File: config.mk
export PLATFORM = sky130hd
export DESIGN_NAME = rx_block_packer
export DESIGN_NICKNAME = d
export VERILOG_FILES = /design/src/rtl/rx_block_packer.sv
export SDC_FILE = /design/constraint.sdc
export NUM_CORES = 1
export LEC_CHECK = 0
export ABC_AREA = 1
export CAP_MARGIN = 20
export CORE_MARGIN = 1
export CORE_UTILIZATION = 52
export CTS_CLUSTER_SIZE = 24
export DETAILED_ROUTE_END_ITERATION = 8
export GPL_ROUTABILITY_DRIVEN = 0
export PLACE_DENSITY = 0.89
export SLEW_MARGIN = 20
export SYNTH_ARGS = -nofsm -noshare
export SYNTH_HDL_FRONTEND = slang
export SYNTH_SLANG_ARGS = --single-unit
File: constraint.sdc
create_clock -name clk -period 3.52 [get_ports clk]
set_input_delay 0.528 -clock clk [delete_from_list [all_inputs] [get_ports clk]]
set_output_delay 0.528 -clock clk [all_outputs]
set_load 0.02 [all_outputs]
File: src/rtl/rx_block_packer.sv
// Packs good UART bytes MSB-first into BLOCK_BYTES-wide blocks and offers them over valid/ready.
// Optional inter-byte timeout is compiled in with the PACKER_TIMEOUT_EN macro.
module rx_block_packer #(
    parameter int BLOCK_BYTES    = 8,
    parameter int TIMEOUT_CYCLES = 300000,
    localparam int CW            = $clog2(BLOCK_BYTES + 1),
    localparam int DW            = 8 * BLOCK_BYTES
) (
    input  logic          clk,
    input  logic          rst_n,
    input  logic [7:0]    rx_data,
    input  logic          done,
    input  logic          valid,
    output logic [DW-1:0] blk_data,
    output logic          blk_valid,
    input  logic          blk_ready,
    output logic [CW-1:0] byte_cnt,
    output logic          err,
    output logic          overrun,
    output logic [1:0]    dbg_state_o
);

    // Handshake: blk_data is offered while blk_valid is high and is consumed on
    // any rising clk edge where blk_valid && blk_ready; blk_valid and blk_data
    // do not change while the block waits for blk_ready.

    typedef enum logic [1:0] {
        ST_IDLE    = 2'd0,
        ST_COLLECT = 2'd1,
        ST_HOLD    = 2'd2
    } state_t;

    state_t        state_q, state_d;
    logic [DW-1:0] shreg_q, shreg_d;
    logic [CW-1:0] cnt_q, cnt_d;
    logic          blk_valid_q, blk_valid_d;
    logic          err_q, err_d;
    logic          overrun_q, overrun_d;

    logic          good_byte;
    logic          bad_byte;
    logic [DW-1:0] shifted;

    assign good_byte = done && valid;
    assign bad_byte  = done && !valid;
    assign shifted   = {shreg_q[DW-9:0], rx_data};

`ifdef PACKER_TIMEOUT_EN
    localparam int TW = (TIMEOUT_CYCLES > 2) ? $clog2(TIMEOUT_CYCLES) : 1;
    logic [TW-1:0] tmo_q, tmo_d;
    logic          tmo_expired;

    assign tmo_expired = (tmo_q == TW'(TIMEOUT_CYCLES - 1));
`else
    logic tmo_unused;
    assign tmo_unused = (TIMEOUT_CYCLES != 0);
`endif

    always_comb begin
        state_d   = state_q;
        shreg_d   = shreg_q;
        cnt_d     = cnt_q;
        err_d     = 1'b0;
        overrun_d = 1'b0;
`ifdef PACKER_TIMEOUT_EN
        tmo_d     = '0;
`endif
        case (state_q)
            ST_IDLE: begin
                // A bad frame with no partial block has nothing to discard.
                if (good_byte) begin
                    shreg_d = shifted;
                    cnt_d   = CW'(1);
                    state_d = ST_COLLECT;
                end
            end
            ST_COLLECT: begin
                if (good_byte) begin
                    shreg_d = shifted;
                    cnt_d   = cnt_q + CW'(1);
                    if (cnt_q == CW'(BLOCK_BYTES - 1)) begin
                        state_d = ST_HOLD;
                    end
                end else if (bad_byte) begin
                    cnt_d   = '0;
                    err_d   = 1'b1;
                    state_d = ST_IDLE;
`ifdef PACKER_TIMEOUT_EN
                end else if (tmo_expired) begin
                    cnt_d   = '0;
                    err_d   = 1'b1;
                    state_d = ST_IDLE;
                end else begin
                    tmo_d = tmo_q + TW'(1);
`endif
                end
            end
            ST_HOLD: begin
                if (blk_ready) begin
                    // A byte arriving with the handshake starts the next block.
                    if (good_byte) begin
                        shreg_d = shifted;
                        cnt_d   = CW'(1);
                        state_d = ST_COLLECT;
                    end else begin
                        cnt_d   = '0;
                        state_d = ST_IDLE;
                    end
                end else if (good_byte) begin
                    overrun_d = 1'b1;
                end
            end
            default: begin
                cnt_d   = '0;
                state_d = ST_IDLE;
            end
        endcase
        blk_valid_d = (state_d == ST_HOLD);
    end

    always_ff @(posedge clk or negedge rst_n) begin
        if (!rst_n) begin
            state_q     <= ST_IDLE;
            shreg_q     <= '0;
            cnt_q       <= '0;
            blk_valid_q <= 1'b0;
            err_q       <= 1'b0;
            overrun_q   <= 1'b0;
        end else begin
            state_q     <= state_d;
            shreg_q     <= shreg_d;
            cnt_q       <= cnt_d;
            blk_valid_q <= blk_valid_d;
            err_q       <= err_d;
            overrun_q   <= overrun_d;
        end
    end

`ifdef PACKER_TIMEOUT_EN
    always_ff @(posedge clk or negedge rst_n) begin
        if (!rst_n) begin
            tmo_q <= '0;
        end else begin
            tmo_q <= tmo_d;
        end
    end
`endif

    assign blk_data    = shreg_q;
    assign blk_valid   = blk_valid_q;
    assign byte_cnt    = cnt_q;
    assign err         = err_q;
    assign overrun     = overrun_q;
    assign dbg_state_o = state_q;

endmodule

==> metrics.txt <==
Mapped Avg Cell Area between 9 and 10 um2; CTS Buf Count 9; startpoint type of the worst setup path flip-flop; worst path cell trace clkdlybuf4s50_1; Mapped Cells 332; area delta synth->final 29.4%; final setup fails 0; DR vias about 2300; Crit path required time 2.99 ns; worst setup margin 1.54 ns; CTS hold repair buffers 0; footprint of the multi-input gates a little over 0.001 mm2; Tot GR Track Use 20.4%; die height between 80 and 90 um; power density over cell area 584 mW/mm2; post-CTS setup buffers 0; max-slew violation count 0; post-synthesis sequential area ratio 56.0%; CP max FO 7; number of synthesized register bits 73; Worst-path clk slew ~0.060 ns; clock root buffer clkbuf_8; Crit. End Element primary output; CP Class flip-flop to primary output; # Max-Cap Violations 0; status finished clean; largest net degree at the start of global routing 129; Die Area 0.00660 mm2; CTS tree built; fill count between 400 and 500; vias in the first global route 2147; Routed Antenna Nets 0; Max clock buf depth 2; Top Ports 86; Arr. time, crit path 1.45 ns; syn_nets between 300 and 400; Initial Util 54.5%; synthesis warning total 0; pre-CTS setup slack 1.31 ns; initial antenna violation count 0; wire length per cell approximately 12 um; CTS resizes 0; share of cells above drive strength 1 around 19%; htree depth 3; DRC Markers 0; Layout Skew slightly above 0.007 ns; Crit path max-delay family buffers and inverters; FP Rows 28; grt total ovfl 0; final worst path period need 1.98 ns; register area around 0.0018 mm2; period utilisation layout 56.1%; Netlist cell types 15; drt pass-1 iters 4; Die W 81.2 um; Clk Latency, worst-skew pair 0.33 ns; fmax 0.506 GHz; Avg Vias per Cell 4.73; PortBufs 85; Cell Area, Synth 0.00326 mm2; dpl hpwl approximately 4000 um; VDD IR-drop max 0.327 mV; final net count 429; Crit-path slowest cell clkdlybuf4s50_1; worst slew pin tran 0.883 ns; RSZ-0062 raised after global routing no; Core Util, Final 70.5%; final wirelength between 5000 and 6000 um; total negative setup slack 0 ns; slew margin rel. 41.1%; First DRT Iteration DRCs 143; Worst Hold Class input pin to asynchronous set/reset pin; Core Area 0.00599 mm2; Hold Vio Cnt, Final 0; Num Clock Sinks 73; Worst Path Buf+Inv 1; first-pass GRT wire length 10000 um; CP peak stage delay 0.65 ns; static leakage 1.97 nW; ant diodes 0
## cell families after synthesis
kind of cell | Yosys count | share of synthesized area [%]
adder cells (fa/ha/maj) | 1 | 0.383
buffers and inverters | 86 | 13.0
AND/OR/NAND/NOR | 106 | 13.1
AO/OA/AOI/OAI | 66 | 17.5
flip-flops | 73 | 56.0
## worst paths after layout
check / slack, ns / end / from / depth (start not counted)
max: 1.54 / dbg_state_o[1] / dbg_state_o[1]$_DFF_PN0_ / 1
min: 0.33 / blk_data[63]$_DFFE_PN0P_ / rst_n / 1
max reg2reg: 1.91 / blk_data[49]$_DFFE_PN0P_ / dbg_state_o[1]$_DFF_PN0_ / 5
min reg2reg: 0.48 / blk_data[56]$_DFFE_PN0P_ / blk_data[56]$_DFFE_PN0P_ / 2
max in group asynchronous: 2.63 / blk_data[13]$_DFFE_PN0P_ / rst_n / 1
min in group clk: 0.48 / blk_data[56]$_DFFE_PN0P_ / blk_data[56]$_DFFE_PN0P_ / 2
## per-stage QoR
stage	cells	hold WS, ns	cell area [um2]	total power [mW]
after floorplan	332	0.232	3260	1.58
after global placement	479	0.464	4080	1.94
after detailed placement	479	0.469	4080	1.97
after CTS	493	0.354	4220	2.49
after global routing	493	0.398	4220	2.62
final	493	0.326	4220	2.47
## area by class of cell
class / count / share of cell area [%]
tap: 75 / 2.22
multi-input combinational: 173 / 24.1
timing repair buffer: 86 / 20.6
inverter: 72 / 6.43
sequential: 73 / 43.3
clock buffer: 13 / 3.29
clock inverter: 1 / 0.119
## cell usage in the layout, fill, tap and decap left out
cell,instances
or2_2,2
clkdlybuf4s50_1,84
ha_1,1
o21ai_0,2
o21ai_2,64
nand4_1,3
clkinv_2,2
inv_1,71
nand2_2,1
clkbuf_1,4
nand3_4,1
buf_4,1
nand3_1,7
buf_12,1
dfrtp_1,73
nor2_1,9
clkbuf_8,9
nand2_1,83
## report_power, final
part           leakage (nW)  internal (mW)  total, mW  switching (mW)
Clock                0.0733          0.248      0.522           0.273
Combinational         0.935          0.382      0.835           0.454
Sequential            0.961          0.987       1.11           0.122
## synthesized netlist by cell type
| master | instances | area [um2] |
|---|---|---|
| buf_6 | 13 | 146 |
| ha_1 | 1 | 12.5 |
| nand2_1 | 83 | 312 |
| nand3_1 | 7 | 35.0 |
| clkinv_2 | 1 | 5.00 |
| o21ai_0 | 2 | 10.0 |
| buf_4 | 1 | 7.51 |
| inv_1 | 71 | 267 |
| nor2_1 | 9 | 33.8 |
| nand2_2 | 1 | 6.26 |
| nand3_2 | 1 | 10.0 |
| or2_2 | 2 | 12.5 |
| o21ai_2 | 64 | 561 |
| nand4_1 | 3 | 18.8 |
| dfrtp_1 | 73 | 1830 |
## flip-flops by register name, indices dropped and copies added, names as in the netlist
| signal | count |
|---|---|
| blk_data | 64 |
| byte_cnt | 4 |
| dbg_state_o | 2 |
| blk_valid | 1 |
| err | 1 |
| overrun | 1 |
## worst reg2reg max path, delay by kind of cell (launching register included)
family                 cells  cell delay [ns]
buffers and inverters      1             0.49
AND/OR/NAND/NOR            3             0.48
flip-flops                 1             0.47
AO/OA/AOI/OAI              1             0.09
## layer usage
layer  global-route usage [%]  part of all wire (%)
met1                     26.9                    45
met4                     9.46                   1.4
met5                        0                     0
met3                     5.28                   6.2
met2                     31.4                    48
Power figures use the tool's default switching activity.
